[config.mk]
export PLATFORM = sky130hd
export DESIGN_NAME = digital_phase_shifter_multi
export DESIGN_NICKNAME = d
export VERILOG_FILES = /design/src/rtl/digital_phase_shifter_multi.sv
export SDC_FILE = /design/constraint.sdc
export NUM_CORES = 1
export LEC_CHECK = 0
export BUFFER_PORTS_ARGS = -buffer_cell sky130_fd_sc_hd__buf_2
export CAP_MARGIN = 20
export CELL_PAD_IN_SITES_DETAIL_PLACEMENT = 0
export CELL_PAD_IN_SITES_GLOBAL_PLACEMENT = 1
export CORE_MARGIN = 5
export CORE_UTILIZATION = 39
export CTS_CLUSTER_DIAMETER = 40
export DETAILED_ROUTE_END_ITERATION = 8
export PLACE_DENSITY = 0.79
export SLEW_MARGIN = 20
export SYNTH_ARGS = -nofsm -noshare
export SYNTH_HDL_FRONTEND = slang
export SYNTH_SLANG_ARGS = --single-unit
[constraint.sdc]
create_clock -name clk1280 -period 2.5 [get_ports clk1280]
set_input_delay 0.5 -clock clk1280 [delete_from_list [all_inputs] [get_ports clk1280]]
set_output_delay 0.5 -clock clk1280 [all_outputs]
set_load 0.05 [all_outputs]
[src/rtl/digital_phase_shifter_multi.sv]
// N-channel programmable phase shifter running on the 1280 MHz clock.
// A free-running phase counter spans one 40 MHz period; each channel emits
// a pulse of programmable start phase and width, with settings latched only
// at period boundaries so an update never produces a runt or split pulse.
`timescale 1ns/1ps
module digital_phase_shifter_multi #(
    parameter int unsigned NCH        = 2,
    parameter int unsigned PHASE_BITS = 5
) (
    input  logic                      clk1280,
    input  logic                      reset,
    input  logic                      sync,
    input  logic [NCH-1:0]            enable,
    input  logic [NCH-1:0]            invert,
    input  logic [NCH*PHASE_BITS-1:0] clockDelay,
    input  logic [NCH*PHASE_BITS-1:0] pulseWidth,
    output logic [NCH-1:0]            clkout,
    output logic [PHASE_BITS-1:0]     phase
);

    localparam int unsigned PW      = PHASE_BITS;
    localparam logic [PW-1:0] CNT_MAX = '1;

    logic [PW-1:0]     cnt;
    logic [NCH*PW-1:0] dly_q;
    logic [NCH*PW-1:0] wid_q;
    logic [NCH-1:0]    en_q;
    logic [NCH-1:0]    inv_q;
    logic [NCH-1:0]    hit_c;
    logic              load_c;

    // Settings load whenever the counter is about to become 0.
    assign load_c = sync | (cnt == CNT_MAX);

    // Phase counter: wraps modulo 2^PHASE_BITS, sync forces phase 0.
    always_ff @(posedge clk1280 or posedge reset) begin
        if (reset) begin
            cnt <= '0;
        end else if (sync) begin
            cnt <= '0;
        end else begin
            cnt <= cnt + PW'(1);
        end
    end

    // Shadow settings, captured only at the period boundary.
    always_ff @(posedge clk1280 or posedge reset) begin
        if (reset) begin
            dly_q <= '0;
            wid_q <= '0;
            en_q  <= '0;
            inv_q <= '0;
        end else if (load_c) begin
            dly_q <= clockDelay;
            wid_q <= pulseWidth;
            en_q  <= enable;
            inv_q <= invert;
        end
    end

    // Window test per channel; wrap subtraction keeps wrapped pulses contiguous.
    for (genvar i = 0; i < NCH; i++) begin : g_hit
        logic [PW-1:0] diff_c;
        assign diff_c   = cnt - dly_q[i*PW +: PW];
        assign hit_c[i] = (diff_c < wid_q[i*PW +: PW]);
    end

    // Registered channel outputs; a disabled channel is forced low.
    always_ff @(posedge clk1280 or posedge reset) begin
        if (reset) begin
            clkout <= '0;
        end else begin
            clkout <= en_q & (hit_c ^ inv_q);
        end
    end

    assign phase = cnt;

endmodule

==> metrics.sh <==
OUTCOME='finished, violations left'
VIOLATIONS_IN_THE_FINAL_REPORTS='negative setup slack'
POSTROUTEWIRELENGTH_UM=3370
POWER_LEAKAGE_uW=0.00117
CELLPOWERDENSITY_nW_PER_UM2=664
ANTENNA_FOUND_INITIAL=0
DRT_DRC_VIOLATIONS_LEFT=0
WORST_SLEW_MARGIN_REL_PCT=69.5
DESIGN.DIE.AREA_UM2=6040
WORST_SETUP_PATH_START_KIND='register'
FMAX_MHz=400
CRITICAL_PATH.MOST_COMMON_CELL='sky130_fd_sc_hd__a21oi_2'
LIST_OF_CELLS_TRAVERSED_BY_THE_CRITICAL_PATH='inv_4, ha_4, inv_2, fa_2, a21o_1, a21oi_2, xnor2_1, ha_1, a21oi_2, nor2_1, a311oi_1, o31ai_1'
AVERAGE_SIZE_OF_A_MAPPED_CELL_UM2=12.5
CTS_ROOT_BUF='sky130_fd_sc_hd__clkbuf_8'
MAXIMUM_NUMBER_OF_PINS_ON_ONE_NET_BEFORE_GLOBAL_ROUTE_REPAIR=21
WORST_CLOCK_SKEW_NS=0.0103
CLOCKBUFFERDEPTH=2
SWITCHING_SHARE_PCT=31.5
POST_ROUTE_CELLS_DRIVE_ABOVE_1_SHARE_PCT=44.1
GRT_USE_TOTAL_PCT=12.1
CP_NUM_BUF_INV=2
LAYOUT.CELLS.MOST_COMMON='sky130_fd_sc_hd__buf_2'
REG2REGPATHDEPTH=12
FLOORPLAN.INITIALDENSITY_PCT=40.5
SETUP-TNS-FINAL_NS=-0.00252
FINAL_MIN_PERIOD_OVER_CLOCK_PERIOD_PCT=100
ANTENNA-DIODE-COUNT=0
FINALCRITICALPERIOD_NS=2.50
DETAILED_PLACE_HPWL_UM=2540
DIE_HEIGHT_UM=77.7
P_SW_uW=456
IOS=34
CTS_SINKS=31
AVGVIACOUNTPERCELL=4.78
SYNTH_NETS=190
INSTANCES_NO_FILL=240
CRIT_FAMILY='compound AO/OA/AOI/OAI gates'
RSZ0062_AT_GRT='true'
CRITPATHCAPTURETYPE='register'
PLACE_AREA_UM2=2040
SYNTH_CELL_TYPE_COUNT=21
HOLD_BUFFERS=0
SETUP.REG_TO_REG.WORST_SLACK_NS=-0.003
MAXCAPVIOLCOUNT=0
SYNTH-SEQ-CELLS=31
PWR-SHARE-CLK_PCT=28.1
CP_SLOWEST_CELL='sky130_fd_sc_hd__dfrtp_2'
MAXSLEWVIOLCOUNT=0
PATH_CLK_SLEW_NS=0.07
COMB_POWER_SHARE_PCT=30.7
FLOW.AREA_GROWTH_FROM_SYNTHESIS_PCT=22.0
CRITICAL_PATH.REG2REG.ENDPOINT='clkout[0]$_DFF_PP0_'
ANTENNA_LEFT=0
STDCELL_AREA_UM2=2180
NETS=234
MOST-COMMON-LAYOUT-CELLS='sky130_fd_sc_hd__buf_2 (33), sky130_fd_sc_hd__dfrtp_1 (30), sky130_fd_sc_hd__mux2_4 (20), sky130_fd_sc_hd__ha_1 (16), sky130_fd_sc_hd__inv_1 (15)'
IR_WORST_VDD_uV=213
CRITICAL_PATH_ARRIVAL_NS=2.66
MIN_SETUP_SLACK_POST_ROUTE_NS=-0.00252
TRITONCTS='yes'
CPPEAKSTAGEDELAY_NS=0.44
FINAL_CORE_UTIL_PCT=49.4
CORE.ROWCOUNT=24
TIMING.HOLD.WORST.CLASS='in -> async'
WORST_R2R_STARTPOINT='phase[0]$_DFF_PP0_'
TIMING.SETUP.CRITICAL_PATH_CLASS='reg -> reg'
WORST-PATH-MAX-FANOUT=4
POWER.INTERNAL_uW=992
WORST_EP_REQUIRED_TIME_NS=2.66
NUMCTSBUFFERS=5
VIA_COUNT=1147
YS_SEQ_AREA_SHARE_PCT=43.4
NUMPLACEDINSTANCES=229
DRTPASS1ITERATIONS=2
AREA_OF_THE_MAPPED_NETLIST_UM2=1790
CORE_AREA_UM2=4410
NUMBER_OF_GLOBAL_ROUTE_VIAS_BEFORE_REPAIR=1300
GRT_PASS1_WL_UM=5780
ROUTABILITY_CONGESTION_ESTIMATE_FROM_GLOBAL_PLACEMENT=0.767
DIE_W_UM=77.7
GRT_OVERFLOW=0
PLACE.PORT_BUFFERS=33
SYNTH_WARN=0
TIMING_WORST_SLEW_PIN_VALUE_NS=0.457
DR.FIRST_ITER.DRC_COUNT=29
SYNTHCELLS=143
SETUP_VIOL_COUNT_FINAL=1
ROUTE.DETAILED.WL_PER_INST_UM=14.1
SEQPWRFRAC_PCT=41.2
CLK-INSERTION-DELAY-LATE_NS=0.29
CTS.HTREE.LEVELS=2
FINALHOLDVIOLATIONS=0
-- layer usage --
metal | vias up | global-route usage (%) | share of wire (%)
met4 | 0 | 5.50 | 2.3
met2 | 26 | 20.5 | 49
li1 | 572 | - | -
met5 | - | 0 | 0
met1 | 542 | 13.3 | 43
met3 | 7 | 4.51 | 5.7
-- what timing repair did --
item / 4_1_cts / 5_1_grt
endpoints found under the setup margin: 0 / 2
gates resized for setup: 0 / 8
buffers inserted: 0 / 3
-- flip-flops by register name, indices dropped and copies added (netlist names) --
signal,count
clkout,2
dly_q,10
en_q,2
inv_q,2
phase,5
wid_q,10
-- logic make-up after synthesis --
group           share of synthesized area (%)
compound gates                           6.72
fa+ha+maj                                14.8
buf+inv                                  5.04
flops                                    43.4
mux                                      19.3
simple gates                             5.81
xor+xnor                                 4.90
-- worst reg2reg max path, delay by kind of cell (launching register included) --
family / cells / cell delay (ns)
AO/OA/AOI/OAI: 5 / 0.87
XOR/XNOR: 1 / 0.13
adder cells (fa/ha/maj): 3 / 0.75
buffers and inverters: 2 / 0.12
flip-flops: 1 / 0.44
AND/OR/NAND/NOR: 1 / 0.06
-- per-stage QoR --
step	power (uW)	worst slack (ns)	hold WS, ns
after global routing	1540	-0.0971	0.267
after floorplan	929	0.0315	0.479
after global placement	1010	0.0846	0.472
after CTS	1440	0.00470	0.231
after detailed placement	1030	0.0312	0.483
final	1450	-0.00252	0.213
-- power groups by stage --
stage                     Sequential, uW  Combinational, uW  Clock, uW
after global placement               601                409          0
after global routing                 603                494        449
after CTS                            595                428        417
final                                596                445        407
after floorplan                      654                275          0
after detailed placement             603                424          0
-- worst max-delay path by stage --
stage / from / endpoint / slack, ns / depth (start not counted)
after floorplan: phase[0]$_DFF_PP0_ / clkout[1]$_DFF_PP0_ / 0.03 / 12
after global placement: phase[0]$_DFF_PP0_ / clkout[1]$_DFF_PP0_ / 0.08 / 12
after detailed placement: phase[0]$_DFF_PP0_ / clkout[1]$_DFF_PP0_ / 0.03 / 12
after CTS: phase[0]$_DFF_PP0_ / clkout[1]$_DFF_PP0_ / 0.005 / 12
after global routing: phase[0]$_DFF_PP0_ / clkout[1]$_DFF_PP0_ / -0.1 / 12
final: phase[0]$_DFF_PP0_ / clkout[0]$_DFF_PP0_ / -0.003 / 12
-- cell type report --
type / instances / area (um^2)
clock inverters: 1 / 5.00
flip-flops and latches: 31 / 777
fillers: 387 / 2230
multi-input cells: 92 / 967
clock buffers: 7 / 86.3
inverters: 18 / 70.1
well taps: 52 / 65.1
repair buffers: 39 / 210
-- synth_stat cells --
cell | instances | area [um^2]
sky130_fd_sc_hd__and3_1 | 3 | 18.8
sky130_fd_sc_hd__nor2_1 | 5 | 18.8
sky130_fd_sc_hd__o31ai_1 | 2 | 15.0
sky130_fd_sc_hd__xnor2_1 | 7 | 61.3
sky130_fd_sc_hd__nand2_1 | 6 | 22.5
sky130_fd_sc_hd__mux2_2 | 4 | 45.0
sky130_fd_sc_hd__inv_1 | 18 | 67.6
sky130_fd_sc_hd__buf_6 | 2 | 22.5
sky130_fd_sc_hd__a311oi_1 | 2 | 17.5
sky130_fd_sc_hd__nor2b_1 | 2 | 12.5
sky130_fd_sc_hd__dfrtp_1 | 31 | 776
sky130_fd_sc_hd__a21o_1 | 6 | 45.0
sky130_fd_sc_hd__ha_1 | 18 | 225
sky130_fd_sc_hd__a21oi_1 | 6 | 30.0
sky130_fd_sc_hd__and2b_1 | 2 | 15.0
sky130_fd_sc_hd__nor2_4 | 1 | 11.3
sky130_fd_sc_hd__a31oi_1 | 2 | 12.5
sky130_fd_sc_hd__xor2_1 | 3 | 26.3
sky130_fd_sc_hd__nand3_1 | 1 | 5.00
sky130_fd_sc_hd__mux2_4 | 20 | 300
sky130_fd_sc_hd__fa_1 | 2 | 40.0
Note: power is estimated with default switching activity, not from simulation.
